==> config.mk <==
export PLATFORM = sky130hd
export DESIGN_NAME = unidade_controle
export DESIGN_NICKNAME = d
export VERILOG_FILES = /design/src/rtl/unidade_controle_pkg.sv /design/src/rtl/unidade_controle_decodificador_3x8.sv /design/src/rtl/unidade_controle.sv
export SDC_FILE = /design/constraint.sdc
export NUM_CORES = 1
export LEC_CHECK = 0
export BUFFER_PORTS_ARGS = -buffer_cell sky130_fd_sc_hd__buf_4
export CAP_MARGIN = 30
export CORE_MARGIN = 4
export CORE_UTILIZATION = 50
export CTS_CLUSTER_DIAMETER = 120
export DETAILED_ROUTE_END_ITERATION = 8
export GPL_ROUTABILITY_DRIVEN = 0
export GPL_TIMING_DRIVEN = 0
export PLACE_DENSITY_LB_ADDON = 0.08
export SYNTH_ARGS = -nofsm -noshare
export SYNTH_HDL_FRONTEND = slang
export SYNTH_SLANG_ARGS = --single-unit
==> constraint.sdc <==
create_clock -name Clock -period 3.9 [get_ports Clock]
set_clock_uncertainty 0.05 [all_clocks]
set_input_delay 0.195 -clock Clock [delete_from_list [all_inputs] [get_ports Clock]]
set_output_delay 0.195 -clock Clock [all_outputs]
set_load 0.05 [all_outputs]
==> src/rtl/unidade_controle_pkg.sv <==
// Shared codes for the processor control path: opcodes, bus selector codes,
// ALU operations and FSM states. Also used by the bus multiplexer and ALU.
package unidade_controle_pkg;

  typedef enum logic [2:0] {
    OP_MV   = 3'd0,
    OP_MVI  = 3'd1,
    OP_ADD  = 3'd2,
    OP_SUB  = 3'd3,
    OP_LD   = 3'd4,
    OP_ST   = 3'd5,
    OP_MVNZ = 3'd6,
    OP_SLT  = 3'd7
  } opcode_e;

  // Bus selector codes 0-7 address R0-R7; R7 is the program counter
  localparam logic [3:0] SEL_PC   = 4'd7;
  localparam logic [3:0] SEL_DIN  = 4'd8;
  localparam logic [3:0] SEL_G    = 4'd9;
  localparam logic [3:0] SEL_ZERO = 4'd10;
  localparam logic [3:0] SEL_ONE  = 4'd11;

  localparam logic [1:0] ALU_ADD = 2'd0;
  localparam logic [1:0] ALU_SUB = 2'd1;
  localparam logic [1:0] ALU_SLT = 2'd2;

  typedef enum logic [2:0] {
    S_IDLE, S_F0, S_F1, S_F2, S_T1, S_T2, S_T3, S_T4
  } state_e;

  function automatic logic [3:0] sel_reg(input logic [2:0] r);
    return {1'b0, r};
  endfunction

  function automatic logic [1:0] alu_of(input opcode_e op);
    case (op)
      OP_SUB:  return ALU_SUB;
      OP_SLT:  return ALU_SLT;
      default: return ALU_ADD;
    endcase
  endfunction

endpackage

==> src/rtl/unidade_controle_decodificador_3x8.sv <==
// 3-to-8 one-hot decoder with enable; drives the register load enables.
module decodificador_3x8 (
  input  logic [2:0] w_i,
  input  logic       en_i,
  output logic [7:0] y_o
);

  always_comb begin
    y_o = 8'd0;
    if (en_i) y_o[w_i] = 1'b1;
  end

endmodule

==> src/rtl/unidade_controle.sv <==
// Multi-cycle control unit: fetch (F0-F2) then execute (T1-T3), with outputs
// decoded from the registered state and instruction register.
module unidade_controle
  import unidade_controle_pkg::*;
#(
  parameter int OPW = 3
) (
  input  logic        Clock,
  input  logic        Resetn,
  input  logic        Run,
  input  logic [15:0] DIN,
  input  logic        Gnz,
  output logic [3:0]  sel,
  output logic [7:0]  Rin,
  output logic        Ain,
  output logic        Gin,
  output logic        IRin,
  output logic        ADDRin,
  output logic        DOUTin,
  output logic        W_D,
  output logic        incr_pc,
  output logic [1:0]  alu_op,
  output logic        Done
);

  state_e         state_q, state_d;
  logic [15:0]    ir_q;
  logic [OPW-1:0] op_raw;
  opcode_e        op;
  logic [2:0]     x, y;
  logic           rin_en;

  assign op_raw = ir_q[15 -: OPW];
  assign op     = opcode_e'(op_raw);
  assign x      = ir_q[12:10];
  assign y      = ir_q[9:7];

  always_ff @(posedge Clock) begin
    if (!Resetn) begin
      state_q <= S_IDLE;
      ir_q    <= 16'd0;
    end else begin
      state_q <= state_d;
      if (IRin) ir_q <= DIN;
    end
  end

  // Run is only sampled in IDLE and on the Done cycle, so dropping it
  // mid-instruction lets the instruction finish.
  always_comb begin
    state_d = state_q;
    case (state_q)
      S_IDLE: if (Run) state_d = S_F0;
      S_F0:   state_d = S_F1;
      S_F1:   state_d = S_F2;
      S_F2:   state_d = S_T1;
      S_T1: begin
        if (op == OP_MV || op == OP_MVNZ) state_d = Run ? S_F0 : S_IDLE;
        else                              state_d = S_T2;
      end
      S_T2:   state_d = S_T3;
      S_T3:   state_d = Run ? S_F0 : S_IDLE;
      default: state_d = S_IDLE;
    endcase
  end

  always_comb begin
    sel     = SEL_ZERO;
    rin_en  = 1'b0;
    Ain     = 1'b0;
    Gin     = 1'b0;
    IRin    = 1'b0;
    ADDRin  = 1'b0;
    DOUTin  = 1'b0;
    W_D     = 1'b0;
    incr_pc = 1'b0;
    alu_op  = ALU_ADD;
    Done    = 1'b0;
    case (state_q)
      S_F0: begin
        sel     = SEL_PC;
        ADDRin  = 1'b1;
        incr_pc = 1'b1;
      end
      S_F2: IRin = 1'b1;
      S_T1: begin
        case (op)
          OP_MV: begin
            sel    = sel_reg(y);
            rin_en = 1'b1;
            Done   = 1'b1;
          end
          OP_MVNZ: begin
            Done = 1'b1;
            if (Gnz) begin
              sel    = sel_reg(y);
              rin_en = 1'b1;
            end
          end
          OP_MVI: begin
            sel     = SEL_PC;
            ADDRin  = 1'b1;
            incr_pc = 1'b1;
          end
          OP_LD, OP_ST: begin
            sel    = sel_reg(y);
            ADDRin = 1'b1;
          end
          default: begin
            sel = sel_reg(x);
            Ain = 1'b1;
          end
        endcase
      end
      S_T2: begin
        case (op)
          OP_ADD, OP_SUB, OP_SLT: begin
            sel    = sel_reg(y);
            Gin    = 1'b1;
            alu_op = alu_of(op);
          end
          OP_ST: begin
            sel    = sel_reg(x);
            DOUTin = 1'b1;
          end
          default: ;
        endcase
      end
      S_T3: begin
        case (op)
          OP_MVI, OP_LD: begin
            sel    = SEL_DIN;
            rin_en = 1'b1;
            Done   = 1'b1;
          end
          OP_ST: begin
            W_D  = 1'b1;
            Done = 1'b1;
          end
          OP_ADD, OP_SUB, OP_SLT: begin
            sel    = SEL_G;
            rin_en = 1'b1;
            Done   = 1'b1;
          end
          default: ;
        endcase
      end
      default: ;
    endcase
  end

  decodificador_3x8 u_dec (
    .w_i  (x),
    .en_i (rin_en),
    .y_o  (Rin)
  );

endmodule

==> run_results.csv <==
group,metric,value,unit
pwr,ir_drop,231.4,µV
global_routing,grt_max_degree,11,
critical_path,crit_type,"flip-flop to primary output",
clock_tree,clk_pin_slew,70,ps
synthesis,synth-seq-cells,12,
place,pre_cts_slack,2036,ps
synthesis,syn_inst,133,
timing,slew_viol_final,0,
critical_path,critPathRequiredTime,3650,ps
synthesis,yosys_warnings,0,
flow_run,maxCapViolations,0,
critical_path,cp_max_fo,10,
synthesis,synth_seq_area_share,0.2484,
critical_path,critPathLaunchType,"flip-flop",
min_path,holdCritPathClass,"input port to flip-flop",
timing,post-route-period-util,0.5648,
pwr,p_leak,0.0004948,µW
timing,tightest_slew,418.9,ps
synthesis,yosysTopAreaCellShare,0.2484,
floorplanning,start_util,0.5425,
timing,finalSetupTns,0,ps
pwr,switchingPower,100.5,µW
route,drt_wl_total,2.629,mm
layout,fill_cells,155,
global_routing,overflow,0,
min_path,whs_path_depth,3,
run_status,outcome,"complete, no violations",
layout,drive_above_1_share,0.2807,
clock_tree,postCtsSetupBuffers,0,
route,wl_per_cell,13.41,µm
pwr,internal-power,217.9,µW
route,drt_first_pass_iters,4,
clock_tree,cts_tree,"yes",
floorplanning,die_h,51.98,µm
timing,slew_headroom,0.7207,
synthesis,yosysTopAreaCell,"dfxtp_1",
floorplanning,design.die.area,2702,µm²
timing,rsz0062_at_grt,"no",
global_routing,antenna_found_initial,0,
layout,fin_nets,192,
floorplanning,ios,42,
clock_tree,root_buffer,"clkbuf_4",
place,dp_hpwl,2.021,mm
synthesis,synthDistinctLibCells,35,
floorplanning,core_area,1783,µm²
critical_path,worstSetupEndpointType,"primary output",
synthesis,syn-cell-area,967.2,µm²
critical_path,reg2reg_slack,2380,ps
place,port_buffers,34,
pwr,sw_frac_of_total,0.3155,
layout,area.growth.synth_to_final,33.38,%
timing,timing.hold.ws,117.4,ps
clock_tree,cts_max_level,1,
clock_tree,ctsResizeCount,0,
clock_tree,holdBufCountCts,0,
synthesis,synth_area_leaders,"dfxtp_1 25%, a21boi_0 7.8%, nand2_1 7.8%",
critical_path,reg2reg_depth,4,
route,drt_iter0_drc,19,
global_routing,grt_pass1_vias,987,
clock_tree,clkLatencyLatePin,270,ps
route,postRouteAntennaNets,0,
synthesis,avgSynthCellArea,7.272,µm²
route,num_vias,1105,
critical_path,worst_ep_arrival_time,1960,ps
floorplanning,placementRows,15,
timing,period_minus_slack,2203,ps
clock_tree,numCtsBuffers,3,
layout,stdcell_count,196,
global_routing,grt_pass1_wl,4.409,mm
synthesis,synth_nets,153,
global_routing,track_usage,0.2146,
floorplanning,die_width,51.98,µm
timing,final-hold-violation-count,0,
timing,clock.fmax,454.0,MHz
timing,setup_violations,0,
timing,setup_slack,1697,ps
clock_tree,clk_path_buf_depth,2,
layout,antenna_cells,0,
pwr,pwr-share-seq,0.408,
layout,layout_common_cells,"34 x buf_4, 20 x nand2_1, 12 x nand3_1, 12 x dfxtp_1, 10 x a21boi_0",
pwr,power.total,318.4,µW
route,drc_errors,0,
pwr,p_per_area,246.8,nW/µm²
clock_tree,clock-sinks,12,
place,dp_cells,192,
pwr,power_frac_clock,0.307,
pwr,comb_power_share,0.285,
route,viasPerCell,5.638,
layout,final_common_cell,"buf_4",
[kinds of logic after synthesis]
group	share of synthesized area
and+or+nand+nor	0.3648
AOI/OAI and AO/OA	0.3066
buffers and inverters	0.07116
DFF	0.2484
xor gates and xnor gates	0.009057
[flip-flops by register name, indices dropped and copies added, names as in the netlist]
name / flops
ir_q: 9
state_q: 3
[final timing paths]
kind	start	end
worst min-delay path	Resetn	state_q[0]
worst min register to register	ir_q[7]	ir_q[7]
worst max-delay path	state_q[0]	alu_op[0]
worst max register to register	state_q[0]	state_q[2]
[power by group through the flow]
stage / clock (µW) / sequential (µW) / combinational, µW
5_1_grt: 106 / 130 / 98.6
6_report: 97.6 / 130 / 90.9
3_5_place_dp: 0 / 133 / 90.4
2_1_floorplan: 0 / 132 / 63.0
3_3_place_gp: 0 / 132 / 89.0
4_1_cts: 100 / 130 / 90.6
[critical path, stage by stage, from the launching register on]
cell,delay [ps]
dfxtp_1,340
clkbuf_1,350
nor2b_1,360
nand3_1,170
nor3b_1,230
buf_4,230
[final cells by class]
class	instances	area, µm²	area share
buffer	10	50.05	0.03880
clock buffer	4	36.28	0.02813
timing repair buffer	34	255.2	0.1979
tap	25	31.28	0.02425
multi-input combinational	106	658.1	0.5102
sequential	12	240.2	0.1862
inverter	5	18.77	0.01455
[metrics by stage]
stage               utilization  cell area (µm²)
CTS                      0.7235             1290
finish                   0.7235             1290
detailed placement       0.7032             1254
floorplan                     -            967.2
global route             0.7235             1290
global placement         0.7032             1254
[Yosys cell counts]
library cell and count:
o21a_1 2, o221ai_1 3, nor2_1 8, nor2b_4 1, a31oi_4 1, dfxtp_1 12
buf_6 1, o21ai_0 4, nand3b_1 1, o22a_1 1, a22oi_1 1, a21o_1 2
o211a_1 1, nand3_1 12, nor3b_1 2, nand2_1 20, nor3_1 3, or3_4 1
o21ai_1 1, nor4_1 6, inv_1 5, nand2b_1 7, buf_2 4, o2111ai_1 1
a2111oi_4 1, a21oi_1 5, o211ai_1 1, xnor2_1 1, nand2_2 1, clkbuf_1 5
o311a_1 1, a21boi_0 10, nor2b_1 6, a211oi_1 1, o22ai_1 1
[layer usage]
| layer | global-route usage | part of all wire | vias up | wire length (µm) |
|---|---|---|---|---|
| li1 | - | - | 558 | - |
| met1 | 0.2748 | 0.43 | 499 | 1143 |
| met2 | 0.3661 | 0.47 | 43 | 1240 |
| met3 | 0.01146 | 0.078 | 5 | 204 |
| met4 | 0.09607 | 0.015 | 0 | 40 |
| met5 | 0 | 0 | - | 0 |
Note: power is estimated with default switching activity, not from simulation.
